File: src/rtl/decoder_seq.sv
`default_nettype none
// ============================================================================
// Module      : decoder_seq
// Description : Registered one-hot position decoder with step and
//               auto-sequencing at a programmable dwell.
//               Optional DECODER_SEQ_ONEHOT_CHECK_EN adds a sticky err output.
// Revision    : 1.0 - initial release
// ============================================================================
module decoder_seq #(
    parameter int SEL_W   = 3,
    parameter int DWELL_W = 4,
    parameter int WRAP    = 1
) (
    input  logic                  clk,
    input  logic                  reset,
    input  logic                  clr,
    input  logic                  load,
    input  logic [SEL_W-1:0]      sel,
    input  logic                  step,
    input  logic                  run,
    input  logic [DWELL_W-1:0]    dwell,
    output logic [(2**SEL_W)-1:0] q,
    output logic [SEL_W-1:0]      pos,
    output logic                  busy,
    output logic                  done
`ifdef DECODER_SEQ_ONEHOT_CHECK_EN
    ,
    output logic                  err
`endif
);

    localparam int N = 2 ** SEL_W;

    typedef enum logic [1:0] {
        S_IDLE = 2'd0,
        S_HOLD = 2'd1,
        S_RUN  = 2'd2
    } state_t;

    state_t             state_q, state_d;
    logic [SEL_W-1:0]   pos_q, pos_d;
    logic [DWELL_W-1:0] cnt_q, cnt_d;
    logic [DWELL_W-1:0] dwell_lat_q, dwell_lat_d;
    logic [N-1:0]       q_q, q_d;
    logic               busy_q, busy_d;
    logic               done_q, done_d;

    always_comb begin
        state_d     = state_q;
        pos_d       = pos_q;
        cnt_d       = cnt_q;
        dwell_lat_d = dwell_lat_q;
        done_d      = 1'b0;

        if (clr) begin
            state_d = S_IDLE;
            pos_d   = '0;
            cnt_d   = '0;
            done_d  = (state_q == S_RUN);
        end else if (load) begin
            state_d = S_HOLD;
            pos_d   = sel;
            cnt_d   = '0;
        end else begin
            case (state_q)
                S_HOLD: begin
                    if (run) begin
                        state_d     = S_RUN;
                        cnt_d       = dwell;
                        dwell_lat_d = dwell;
                    end else if (step) begin
                        pos_d = pos_q + SEL_W'(1);
                    end
                end
                S_RUN: begin
                    if (cnt_q == '0) begin
                        if ((pos_q == '1) && (WRAP == 0)) begin
                            state_d = S_HOLD;
                            done_d  = 1'b1;
                        end else begin
                            pos_d = pos_q + SEL_W'(1);
                            cnt_d = dwell_lat_q;
                        end
                    end else begin
                        cnt_d = cnt_q - DWELL_W'(1);
                    end
                end
                default: ;
            endcase
        end

        // Position 0 is the MSB of q, so the bit index is the inverted position.
        q_d = '0;
        if (state_d != S_IDLE) begin
            q_d[~pos_d] = 1'b1;
        end
        busy_d = (state_d == S_RUN);
    end

    always_ff @(posedge clk) begin
        if (reset) begin
            state_q     <= S_IDLE;
            pos_q       <= '0;
            cnt_q       <= '0;
            dwell_lat_q <= '0;
            q_q         <= '0;
            busy_q      <= 1'b0;
            done_q      <= 1'b0;
        end else begin
            state_q     <= state_d;
            pos_q       <= pos_d;
            cnt_q       <= cnt_d;
            dwell_lat_q <= dwell_lat_d;
            q_q         <= q_d;
            busy_q      <= busy_d;
            done_q      <= done_d;
        end
    end

    assign q    = q_q;
    assign pos  = pos_q;
    assign busy = busy_q;
    assign done = done_q;

`ifdef DECODER_SEQ_ONEHOT_CHECK_EN
    logic err_q, err_d;
    logic onehot_bad;

    always_comb begin
        if (state_q == S_IDLE) begin
            onehot_bad = (q_q != '0);
        end else begin
            onehot_bad = (q_q == '0) || ((q_q & (q_q - N'(1))) != '0);
        end
        err_d = clr ? 1'b0 : (err_q | onehot_bad);
    end

    always_ff @(posedge clk) begin
        if (reset) begin
            err_q <= 1'b0;
        end else begin
            err_q <= err_d;
        end
    end

    always_ff @(posedge clk) begin
        if (!reset) begin
            assert (!onehot_bad);
        end
    end

    assign err = err_q;
`endif

endmodule
`default_nettype wire

File: config.mk
export PLATFORM = sky130hd
export DESIGN_NAME = decoder_seq
export DESIGN_NICKNAME = d
export VERILOG_FILES = /design/src/rtl/decoder_seq.sv
export SDC_FILE = /design/constraint.sdc
export NUM_CORES = 1
export LEC_CHECK = 0
export ABC_AREA = 1
export BUFFER_PORTS_ARGS = -buffer_cell sky130_fd_sc_hd__buf_2
export CAP_MARGIN = 15
export CORE_MARGIN = 4
export CORE_UTILIZATION = 51
export CTS_CLUSTER_DIAMETER = 50
export CTS_CLUSTER_SIZE = 12
export DETAILED_ROUTE_END_ITERATION = 16
export HOLD_SLACK_MARGIN = 0.08
export PLACE_DENSITY_LB_ADDON = 0.3
export SLEW_MARGIN = 5
export SYNTH_ARGS = -nofsm -noshare
export SYNTH_HDL_FRONTEND = slang
export SYNTH_SLANG_ARGS = --single-unit
File: constraint.sdc
create_clock -name clk -period 1.7 [get_ports clk]
set_clock_uncertainty 0.1 [all_clocks]
set_input_delay 0.17 -clock clk [delete_from_list [all_inputs] [get_ports clk]]
set_output_delay 0.17 -clock clk [all_outputs]
set_load 0.05 [all_outputs]
# After elaboration in Yosys (flattened, before gate mapping)
# Cells that the tools add are included.
classes:
  n_addsub: 2
  n_lt_le_gt_ge: 2
  n_eq_ne: 4
  mux: 15
  bitwise: 4
  reduce_logical: 9
op_table:
  columns: ["operator", "count"]
  rows:
  - ["two-way mux 3 bit", 5]
  - ["two-way mux 2 bit", 4]
  - ["two-way mux 4 bit", 2]
  - ["case mux 4 bit (2 select lines)", 1]
  - ["case mux 3 bit (2 select lines)", 1]
  - ["equality test 2 bit (second input constant)", 2]
  - ["zero test 4 bit", 1]
  - ["< comparator 3 x 4 -> 1 bit (second input constant)", 1]
  - ["AND reduction 4 bit", 1]
  - ["nonzero test 2 bit", 2]
  - ["OR reduction 2 bit", 2]
  - ["subtractor 4 x 1 -> 4 bit (second input constant)", 1]
  - ["adder 3 x 1 -> 3 bit (second input constant)", 1]
  - ["demux 1 bit (select 3 bit)", 1]
  - ["greater-or-equal comparator 3 x 1 -> 1 bit (second input constant)", 1]
  - ["NOT 1 bit", 3]
  - ["NOT 3 bit", 1]
  - ["OR reduction 3 bit", 1]
  - ["equality test 2 x 1 -> 1 bit (second input constant)", 1]
  - ["!= test 2 bit (second input constant)", 1]
  - ["AND reduction 2 bit", 1]
  - ["logical AND 1 bit", 1]
  - ["two-way mux 1 bit", 1]
word_totals:
  ff_bits: 23
  input_bits: 13
  output_inout_bits: 13
  elab_cells: 43

# Logic depth before layout (Yosys ltp)
depth:
  depth_word: 11
  mapped_depth: 11
  depth_no_buf: 11

# Worst setup path after synthesis
# No wires, ideal clock.
synth_timing:
  path_kind: "flip-flop to flip-flop"
  start: "reg pos_q[0], in the netlist pos[0]"
  end: "reg q_q[2], in the netlist q[2]"
  setup_ns: 0.065
  t_arrival_ns: 1.443
  required_time_ns: 1.535
  slack_ns: 0.092
  path_stages_with_launch: 8
  n_path_buf: 0
  synth_period_minus_slack_ns: 1.608
  cell_sequence: "dfxtp_1 ha_1 inv_1 nor3_1 a21oi_1 a21oi_1 nand2_1 nor2_1"
synth_between:
  elab_chain_cells: 11
  word_cells_on_any_way: 13
  cone_classes: "add/sub (1); order compare (2); mux (8); bitwise (1); reduce/logical (1)"
synth_rtl:
  columns: ["element", "line", "text"]
  rows:
  - ["from (decl)", "41", "logic [SEL_W-1:0] pos_q, pos_d;"]
  - ["from (signal assigned)", "111", "pos_q <= pos_d;"]
  - ["adder 3 x 1 -> 3 bit", "72, 81", null]
  - ["two-way mux 3 bit", "71", "end else if (step) begin"]
  - ["two-way mux 3 bit", "67", "if (run) begin"]
  - ["case mux 3 bit (2 select lines) (*)", "65", "case (state_q)"]
  - ["two-way mux 3 bit (*)", "60", "end else if (load) begin"]
  - ["two-way mux 3 bit (*)", "55", "if (clr) begin"]
  - ["NOT 3 bit (*)", "95", "q_d[~pos_d] = 1'b1;"]
  - ["< comparator 3 x 4 -> 1 bit (implied by the code) / greater-or-equal comparator 3 x 1 -> 1 bit (equally long branches)", "95", null]
  - ["logical AND 1 bit (implied by the code)", "95", null]
  - ["two-way mux 1 bit (implied by the code)", "95", null]
  - ["demux 1 bit (select 3 bit) (*)", "95", null]
  - ["to (signal assigned)", "114", "q_q <= q_d;"]
  - ["to (decl)", "44", "logic [N-1:0] q_q, q_d;"]
# Every way passes the cells marked *; elsewhere a longest branch is shown, timed or not.
# A chain may end at the register's enable or synchronous reset.

# Worst setup path in the final report
layout_timing:
  start: "reg state_q[1]"
  end: "reg q_q[7], in the netlist q[7]"
layout_between:
  elab_chain_cells: 9
  word_cells_on_any_way: 18
  cone_classes: "order compare (2); eq/ne (2); mux (9); bitwise (2); reduce/logical (3)"
layout_rtl:
  columns: ["element", "line", "text"]
  rows:
  - ["from (decl)", "40", "state_t state_q, state_d;"]
  - ["from (signal assigned)", "110", "state_q <= state_d;"]
  - ["equality test 2 bit / equality test 2 x 1 -> 1 bit (equally long branches)", "65", null]
  - ["case mux 3 bit (2 select lines)", "65", null]
  - ["two-way mux 3 bit", "60", null]
  - ["two-way mux 3 bit", "55", null]
  - ["NOT 3 bit", "95", null]
  - ["< comparator 3 x 4 -> 1 bit (implied by the code) / greater-or-equal comparator 3 x 1 -> 1 bit (equally long branches)", "95", null]
  - ["logical AND 1 bit (implied by the code)", "95", null]
  - ["two-way mux 1 bit (implied by the code)", "95", null]
  - ["demux 1 bit (select 3 bit)", "95", null]
# Several ways; a longest one is shown, not always the timed one.

==> results.yml <==
flow_run:
  max_cap_violations: 0
pwr:
  worst_ir_drop_vdd_mv: 0.7176
  power.net_switching_uw: 258.8
  p_int_uw: 685.3
  combPwrFrac_pct: 14.5
  cellPowerDensity_nw_per_um2: 701.9
  clock_power_share_pct: 26.8
  power.share.sequential_pct: 58.7
  leakage_nw: 0.6438
  report.power.total_uw: 944.1
  switching_share_pct: 27.41
clocking:
  total_cts_buffers: 3
  clock_sinks: 23
  post_cts_buffers: 0
  cts_htree_levels: 1
  worstSkewPairLatency_ns: 0.30
  clock_tree.root_cell: "sky130_fd_sc_hd__clkbuf_4"
  ctsLongestPathBuffers: 2
  clk_pin_slew_worst_paths_ns: 0.13
  clock_tree_from_tritoncts: "yes"
floorplan:
  floorplan.die_area_sq_um: 2842
  io_pins: 26
  initial_core_util_pct: 53.38
  core_area_sq_um: 1962
  num_rows: 16
  die-height_um: 53.32
  dieWidth_um: 53.32
timing:
  worst_slew_margin_rel_pct: 75.33
  final_hold_viol_count: 0
  final-setup-viol-count: 0
  clock.fmax_ghz: 0.6284
  max_slew.worst_pin.slew_ns: 0.3686
  min_period_over_period_pct: 93.61
  grt_setup_unrepaired: "yes"
  time_the_final_worst_path_needs_with_i_o_delays_and_setup_ns: 1.591
  timing.setup.tns_ns: 0
  max_slew_violation_count: 0
logic_synthesis:
  synth_adder_area_share_pct: 4.779
  synth.cell_area_sq_um: 1047
  ys_seq_elements: 23
  async_reset_ff_share_pct: 0
  synth_xor_xnor_area_share_pct: 0
  synth_top_family_by_area: "simple AND/OR/NAND/NOR gates"
  synth-edff-count: 0
  synth.yosys.warnings: 0
  synth_simple_gate_area_share_pct: 31.18
  synth_compound_area_share_pct: 11.71
  synth-seq-area-share_pct: 43.97
  syn-mean-instance-area_sq_um: 6.935
  mux_cell_area_share_after_synthesis_pct: 0
  yosys-top-cells-area: "sky130_fd_sc_hd__dfxtp_1 (44%), sky130_fd_sc_hd__nand2_1 (14%), sky130_fd_sc_hd__nor2_1 (8.2%)"
  synthesis.instances: 151
  post-synth-top-area-cell: "sky130_fd_sc_hd__dfxtp_1"
  ys_types: 19
  netlist.area_leader.share_pct: 43.97
  synth_ff_type: "sky130_fd_sc_hd__dfxtp_1"
  total_nets_after_synthesis: 168
setup_path:
  critical-path-max-stage-delay_ns: 0.37
  crit_required_ns: 1.86
  timing.critical_path.mode_cell: "sky130_fd_sc_hd__nand2_1"
  cp_max_stage_cell: "sky130_fd_sc_hd__dfxtp_2"
  worstSetupStartpointType: "register"
  critical_path.n_buffers_inverters: 1
  critical_path.cell_chain: "inv_1 -> ha_2 -> nand3_1 -> nand2_1 -> a21oi_1 -> nand2_1 -> nand2_1 -> nand2_1 -> nor2_1"
  worst_path_fanout_max: 5
  timing.critical_path.max_delay_family: "simple AND/OR/NAND/NOR gates"
  element_type_at_the_critical_path_end: "register"
  timing.critical_path.arrival_ns: 1.75
  critPathKind: "reg2reg"
final_layout:
  syn2layout_area_growth_pct: 28.43
  most_common_cell_after_layout_fill_and_taps_aside: "sky130_fd_sc_hd__nand2_1"
  final.fill_count: 187
  layout.nets: 204
  most-common-layout-cells: "sky130_fd_sc_hd__nand2_1 (35), sky130_fd_sc_hd__buf_2 (25), sky130_fd_sc_hd__nor2_1 (23)"
  layout-drive-gt1-share_pct: 25.27
  antenna_cells: 0
  multi_input_comb_area_sq_um: 540.5
  final_util_pct: 68.56
  layout.area.seq_sq_um: 464.2
routing:
  detail_route.first_pass.iterations: 4
  totalWireLength_mm: 2.498
  vias_per_cell: 5.000
  dr_iter_0_viols: 33
  detailroute.via_count: 1065
  route.detailed.drc: 0
  per_cell_routed_wire_length_um: 11.73
  drtAntennaViolNets: 0
grt:
  grt_antenna_before_repair: 0
  grt_use_total_pct: 18.74
  first_global_vias: 968
  grt_first_pass_wirelength_mm: 3.953
  global_route_congestion_overflow_total: 0
  grt_max_degree: 14
placement:
  port-buffer-count: 25
  detailed_place_hpwl_mm: 1.834
  gpl.final_weighted_congestion: 0.8798
run_status:
  result_of_the_run: "finished clean"
min_path:
  hold_path_class: "in2reg"
## tightest hold or removal path, cell delays in order
cell and delay, ns:
sky130_fd_sc_hd__buf_2 0.08, sky130_fd_sc_hd__nand2_1 0.04, sky130_fd_sc_hd__nand2_1 0.07, sky130_fd_sc_hd__nand2_2 0.07, sky130_fd_sc_hd__nor2_1 0.08
## sequential cells by signal, indices dropped and copies added, names as in the netlist
signal,cells
q,8
cnt_q,4
dwell_lat_q,4
pos,3
state_q,2
busy,1
done,1
## final timing paths
kind | startpoint | cells after the start | endpoint | slack (ns)
max | state_q[1]$_SDFF_PP0_ | 9 | q[7]$_SDFF_PP0_ | 0.11
min | sel[1] | 5 | pos[1]$_SDFF_PP0_ | 0.13
max reg2reg | state_q[1]$_SDFF_PP0_ | 9 | q[7]$_SDFF_PP0_ | 0.11
min reg2reg | dwell_lat_q[1]$_SDFFE_PP0P_ | 2 | dwell_lat_q[1]$_SDFFE_PP0P_ | 0.38
## layer usage
| layer | global-route usage [%] | wire length [um] |
|---|---|---|
| met2 | 30.61 | 1194 |
| met1 | 23.04 | 1144 |
| met3 | 5.634 | 147 |
| met5 | 0 | 0 |
| met4 | 6.383 | 12 |
## through the flow
step           instances  instance area, sq um  hold slack (ns)  setup WS (ns)
5_1_grt              213                  1345           0.1378       -0.01371
4_1_cts              213                  1300           0.1432        0.02576
3_3_place_gp         203                  1212           0.3406        0.05024
6_report             213                  1345           0.1317         0.1086
3_5_place_dp         203                  1212           0.3424        0.04787
2_1_floorplan        151                  1047           0.2183        0.09211
## cell families (layout without fill, tap and decap cells)
kind of cell    count (synthesis)  in the layout
compound gates                 21             21
fa+ha+maj                       4              4
buf+inv                        23             58
flops                          23             23
simple gates                   80             80
## power by group through the flow
stage / clock network (mW) / logic (mW) / registers [mW]
floorplan: 0 / 0.0585 / 0.587
global placement: 0 / 0.115 / 0.565
detailed placement: 0 / 0.117 / 0.566
CTS: 0.258 / 0.127 / 0.554
global route: 0.285 / 0.150 / 0.556
finish: 0.253 / 0.137 / 0.554
## layout make-up
type | count | share of cell area (%)
clock inverters | 1 | 0.3721
well taps | 27 | 2.512
inverters | 21 | 5.860
clock buffers | 3 | 1.674
multi-input cells | 105 | 40.19
flip-flops and latches | 23 | 34.51
repair buffers | 33 | 14.88
## what timing repair did
action	4_1_cts	5_1_grt
gates resized for setup	0	14
hold endpoints to repair	9	0
hold buffers	6	0
endpoints found under the setup margin	0	10
## cell usage after synthesis, drive strengths merged, types with 2 or more instances
master,instances
dfxtp,23
nor3,2
o21ai,8
o211ai,2
ha,4
nor2,23
nand2,39
inv,21
nand3,15
a21oi,7
No activity file was read; power rests on OpenSTA's default activity.
